`src/rtl/mul16_seq_ctrl_pkg.sv`:
```
// Shared constants and types for the sequential 16-bit shift-and-add multiplier.
// Holds the controller state encoding and the fixed iteration count.
package mul16_seq_ctrl_pkg;

    localparam int MUL_W    = 16;
    localparam int MUL_ITER = 16;

    typedef enum logic [1:0] {
        IDLE = 2'd0,
        RUN  = 2'd1,
        DONE = 2'd2
    } state_t;

endpackage

```
`src/rtl/mul16_seq_ctrl_adder16.sv`:
```
// 16-bit adder shared by the multiplier datapath; the carry-out is intentionally dropped
// because only the low 16 bits of the product are kept.
module mul16_seq_ctrl_adder16
    import mul16_seq_ctrl_pkg::*;
(
    input  logic [MUL_W-1:0] a,
    input  logic [MUL_W-1:0] b,
    output logic [MUL_W-1:0] out
);

    assign out = a + b;

endmodule

```
`src/rtl/mul16_seq_ctrl.sv`:
```
// Multi-cycle multiply unit: out = (a * b) mod 2^16 via 16 shift-and-add passes
// through a single shared adder, with a start/busy/done handshake.
module mul16_seq_ctrl
    import mul16_seq_ctrl_pkg::*;
#(
    parameter int WIDTH = 16,
    parameter int CNT_W = 4
) (
    input  logic             clk,
    input  logic             rst,
    input  logic             start,
    input  logic [WIDTH-1:0] a,
    input  logic [WIDTH-1:0] b,
    output logic             busy,
    output logic             done,
    output logic [WIDTH-1:0] out
);

    state_t             state;
    logic [WIDTH-1:0]   acc;
    logic [WIDTH-1:0]   mcand;
    logic [WIDTH-1:0]   mplier;
    logic [CNT_W-1:0]   cnt;
    logic [WIDTH-1:0]   sum;

    mul16_seq_ctrl_adder16 u_adder16 (
        .a   (acc),
        .b   (mcand),
        .out (sum)
    );

    // Decodes of the registered state only, so neither output can glitch.
    assign busy = (state == RUN);
    assign done = (state == DONE);

    // NOTE: sequential state uses non-blocking (<=) so every register samples pre-edge values.
    always_ff @(posedge clk or posedge rst) begin
        if (rst) begin
            state  <= IDLE;
            acc    <= '0;
            mcand  <= '0;
            mplier <= '0;
            cnt    <= '0;
            out    <= '0;
        end else begin
            case (state)
                IDLE: begin
                    if (start) begin
                        acc    <= '0;
                        mcand  <= a;
                        mplier <= b;
                        cnt    <= '0;
                        state  <= RUN;
                    end
                end
                RUN: begin
                    if (mplier[0]) begin
                        acc <= sum;
                    end
                    mcand  <= mcand << 1;
                    mplier <= mplier >> 1;
                    cnt    <= cnt + CNT_W'(1);
                    // Last pass: publish the accumulator including this edge's add.
                    if (cnt == CNT_W'(MUL_ITER - 1)) begin
                        out   <= mplier[0] ? sum : acc;
                        state <= DONE;
                    end
                end
                DONE:    state <= IDLE;
                default: state <= IDLE;
            endcase
        end
    end

endmodule
```
`config.mk`:
```
export PLATFORM = sky130hd
export DESIGN_NAME = mul16_seq_ctrl
export DESIGN_NICKNAME = d
export VERILOG_FILES = /design/src/rtl/mul16_seq_ctrl_pkg.sv /design/src/rtl/mul16_seq_ctrl_adder16.sv /design/src/rtl/mul16_seq_ctrl.sv
export SDC_FILE = /design/constraint.sdc
export NUM_CORES = 1
export LEC_CHECK = 0
export ABC_AREA = 0
export CAP_MARGIN = 10
export CORE_MARGIN = 3
export CORE_UTILIZATION = 40
export DETAILED_ROUTE_END_ITERATION = 6
export PLACE_DENSITY_LB_ADDON = 0.12
export SYNTH_ARGS = -nofsm -noshare
export SYNTH_HDL_FRONTEND = slang
export SYNTH_SLANG_ARGS = --single-unit
export TNS_END_PERCENT = 30
```
`constraint.sdc`:
```
create_clock -name clk -period 2.65 [get_ports clk]
set_input_delay 0.3975 -clock clk [delete_from_list [all_inputs] [get_ports clk]]
set_output_delay 0.3975 -clock clk [all_outputs]
set_load 0.02 [all_outputs]
```
**Word-level counts from Yosys, hierarchy flattened**

Index checks and enable logic that the tools add are counted.

- Equality and inequality tests: 5
- Add/subtract/negate cells: 2
- Reductions and logical operators: 5
- Mux-type cells: 12

Operators with widths:

| operator | number |
|---|---|
| 16-bit one-hot mux with 2 select lines | 3 |
| 16-bit two-way mux | 4 |
| 16-bit adder | 1 |
| 4-bit one-hot mux with 2 select lines | 1 |
| 2-bit AND reduction | 3 |
| 4-bit by 1-bit adder with 4-bit output, second input constant | 1 |
| 4-bit == test, second input constant | 1 |
| 2-bit two-way mux | 2 |
| 4-bit two-way mux | 1 |
| 2-bit one-hot mux with 2 select lines | 1 |
| 2-bit by 1-bit == test with 1-bit output, second input constant | 1 |
| 2-bit == test, second input constant | 1 |
| 2-bit zero test | 1 |
| 2-bit by 1-bit != test with 1-bit output, second input constant | 1 |
| 2-bit != test, second input constant | 1 |
| 2-bit nonzero test | 1 |

- Output and inout port bits: 18
- Register bits: 70
- Input port bits: 35
- Logic and storage cells: 30

**Logic depth before layout (Yosys ltp)**

- Word-level depth: 3
- Mapped depth: 9
- Depth with buffers taken out: 9

**Hierarchy**

A second synthesis with hierarchy kept.

- Cell total of the unflattened synthesis: 358
- Area total of the unflattened synthesis: 3857.4 µm²

By module, submodules not included:

| module | area an instance (µm²) | seq. area each (µm²) | times used | cells an instance |
|---|---|---|---|---|
| mul16_seq_ctrl | 3051.7 | 1751.7 | 1 | 254 |
| mul16_seq_ctrl_adder16 | 805.8 | 0.0 | 1 | 104 |

**Least setup slack after synthesis**

No wires, ideal clock.

- Kind: register to register
- From: reg acc[0]
- To: reg acc[12]
- Data arrival time: 2.151 ns
- Setup time: 0.121 ns
- Buffers on the path: 0
- Required time: 2.529 ns
- Setup slack: 0.378 ns
- Clock period less this slack: 2.272 ns
- Cell stages (with the launch flop): 9
- Path through: dfrtp_1 ha_1 fa_1 a21o_1 a221oi_2 a21oi_2 a221oi_2 xnor2_1 a22o_1

- Word-level cells in the longest chain between the ends: 3

RTL lines:

| what | line | source |
|---|---|---|
| start, declared | mul16_seq_ctrl.sv:20 | `logic [WIDTH-1:0] acc;` |
| start signal, assigned | mul16_seq_ctrl.sv:58 | `acc <= sum;` |
| 16-bit adder | mul16_seq_ctrl_adder16.sv:11 | `assign out = a + b;` |
| 16-bit two-way mux | mul16_seq_ctrl.sv:57 | `if (mplier[0]) begin` |
| 16-bit one-hot mux with 2 select lines | mul16_seq_ctrl.sv:46 | `case (state)` |

No other way between the ends.
A chain may end at the register's enable or synchronous reset.

**Worst setup path after layout**

- From: reg acc[0]
- To: reg out[12]

- Word-level cells in the longest chain between the ends: 2

RTL lines:

| what | line | source |
|---|---|---|
| 16-bit adder | mul16_seq_ctrl_adder16.sv:11 |  |
| 16-bit two-way mux | n/a |  |
| end signal, assigned | mul16_seq_ctrl.sv:65 | `out <= mplier[0] ? sum : acc;` |
| end, declared | mul16_seq_ctrl.sv:16 | `output logic [WIDTH-1:0] out` |

No other way between the ends.

==> results.ini <==
[clock_tree]
cts_tree = done
clk-insertion-delay-late_ns = 0.34
clock-sinks = 70
clk_pin_slew_ns = 0.08
cts_buffers = 9
cts_max_level = 3
post_cts_buffers = 0
clk_path_buf_depth = 2
root_buffer = clkbuf_8

[run]
drv_cap = 0

[floorplanning]
die_y_um = 104
ioPinCount = 53
initial_core_util_pct = 41.5
die-width_um = 104
fp-row-count = 35
core-area_mm2 = 0.00928
dieArea_mm2 = 0.0108

[route]
via_count = 3083
drt_pre_antenna_iters = 4
wl_per_cell_um = 14.9
initialDrtViolationCount = 107
viasPerCell = 5.19
drcViolationCount = 0
drtAntennaViolNets = 0
drt_wl_total_um = 8850

[logic_synthesis]
synthFlopType = dfrtp_1
synth_cell_types = 47
syn_nets = 464
synth_top_cell_by_area = dfrtp_1
synth-warning-count = 0
syn_inst = 412
ys_seq_area_share_pct = 45.5
synth_seq_cells = 70
synth_top_area_share_pct = 45.5
synthTopCellsByArea = dfrtp_1 (45%), o21ai_0 (7.7%), nand2_1 (5.8%), ha_1 (5.2%), a31oi_1 (4.7%)
synth_edf_count = 0
synth_area_per_cell_um2 = 9.35
async_reset_ff_share_pct = 100
synthesis.area_mm2 = 0.00385

[sta]
fin_crit_ns = 2.41
setup_viol = 0
slew_headroom_pct = 44.5
rsz0062_at_grt = no
worst_pin_slew_ns = 0.829
hold_violations = 0
min_period_over_period_pct = 90.9
fin_setup_tns_ns = 0
fmax_mhz = 415
skew_ns = 0.0145
report.final.slew_viol_count = 0

[pwr]
p_per_area_mw_per_mm2 = 1060
ir_drop_mv = 0.336
power_mw = 4.98
leakage_nw = 2.07

[grt]
grt_overflow_total = 0
antenna_found_initial = 0
grtUsageTotal_pct = 17.1
grt_max_degree = 71
grt_first_pass_wirelength_um = 15200
grt_pass1_vias = 3071

[placement]
placed_cells = 579
place_congestion = 0.834
placed_area_mm2 = 0.00453
numPortBuffers = 52
place_hpwl_um = 6320

[critical_path]
reg2reg_slack_ns = 0.24
cp-startpoint = acc[0]
required_ns = 2.91
cp_max_fo = 3
cpPeakStageDelay_ns = 0.41
reg2reg_depth = 9
regToRegStartpoint = acc[0]
start_kind = register
slowest_stage = fa_1
path_cells = ha_1, fa_1, a21o_1, a221oi_4, a21oi_2, a221oi_2, xnor2_1, nor2_1, nor3_1
arrival_ns = 2.67
crit_end = out[12]
r2r_end = out[12]
cp-end-kind = register
crit_type = reg -> reg

[layout]
multi_input_comb_area_mm2 = 0.00199
postLayoutCellArea_mm2 = 0.00472
nFillCells = 886
utilization_pct = 50.8
area_growth_pct = 22.5
antenna_cells = 0
nets = 513
fin_cells = 594
final_common_cell = dfrtp_1
drive_above_1_share_pct = 8.17
seq_area_mm2 = 0.00175
layout_common_cells = dfrtp_1 (70), nand2_1 (59), o21ai_0 (59)

[run_status]
outcome = finished clean

[hold_path]
hold_path_class = in -> async

metal layers:
metal / vias up / part of all wire (%) / GRT usage, %
li1: 1573 / - / -
met1: 1445 / 49 / 23.8
met2: 57 / 45 / 26.3
met3: 8 / 5.5 / 4.28
met4: 0 / 0.90 / 5.13
met5: - / 0 / 0
cell usage after synthesis (2+ instances only):
| cell | n |
|---|---|
| ha_1 | 16 |
| o21a_1 | 2 |
| a21oi_2 | 3 |
| a21o_1 | 8 |
| mux2i_1 | 12 |
| nand3_1 | 4 |
| nor2_1 | 13 |
| o21bai_1 | 2 |
| nor2b_1 | 5 |
| o211ai_1 | 2 |
| nand2_1 | 59 |
| and2_1 | 29 |
| a221oi_2 | 2 |
| inv_1 | 7 |
| a31oi_1 | 29 |
| a22o_1 | 11 |
| nor3_1 | 3 |
| xor2_1 | 3 |
| a22oi_1 | 2 |
| xnor2_1 | 10 |
| and3_1 | 4 |
| o21ai_0 | 59 |
| clkbuf_1 | 21 |
| dfrtp_1 | 70 |
| a21oi_1 | 14 |
area by class of cell:
cell class	count	share of cell area, %
clock buffer	11	2.79
clock inverter	4	1.03
inverter	7	0.557
multi-input combinational	311	42.2
sequential	70	37.1
tap	129	3.42
timing repair buffer	62	12.9
critical path: cells and delay by family, from the launching register on:
family	cells	cell delay [ns]
compound gates	4	0.91
xor+xnor	1	0.17
fa+ha+maj	2	0.64
flops	1	0.40
simple gates	2	0.20
logic make-up after synthesis:
kind of cell             share of synthesized area (%)
AO/OA/AOI/OAI                                     23.7
AND/OR/NAND/NOR                                   15.8
flip-flops                                        45.5
buffers and inverters                             3.25
adder cells (fa/ha/maj)                           5.72
XOR/XNOR                                          2.96
multiplexers                                      3.12
timing repair:
item	CTS	global route
gates resized for setup	0	1
hold buffers	0	0
endpoints found under the setup margin	0	1
power by group:
| group | switching [mW] | internal [mW] | leakage (nW) |
|---|---|---|---|
| Combinational | 1.31 | 1.07 | 1.06 |
| Clock | 0.391 | 0.429 | 0.0931 |
| Sequential | 0.314 | 1.46 | 0.917 |
registers in the layout, indices dropped and copies added, names as in the netlist:
register / cells
out: 16
cnt: 4
mplier: 16
state: 2
mcand: 16
acc: 16
stage by stage:
step	hold slack, ns	setup slack (ns)
2_1_floorplan	0.442	0.378
3_3_place_gp	0.455	0.227
3_5_place_dp	0.463	0.163
4_1_cts	0.469	0.176
5_1_grt	0.491	0.0351
6_report	0.446	0.241
how the worst min path moves through the flow:
stage / slack [ns] / cells after the start / endpoint
floorplan: 0.44 / 2 / mplier[10]
global placement: 0.46 / 2 / mplier[5]
detailed placement: 0.46 / 2 / mplier[1]
CTS: 0.47 / 3 / mplier[10]
global route: 0.49 / 3 / mplier[10]
finish: 0.45 / 3 / mplier[11]
No activity file was read; power rests on OpenSTA's default activity.
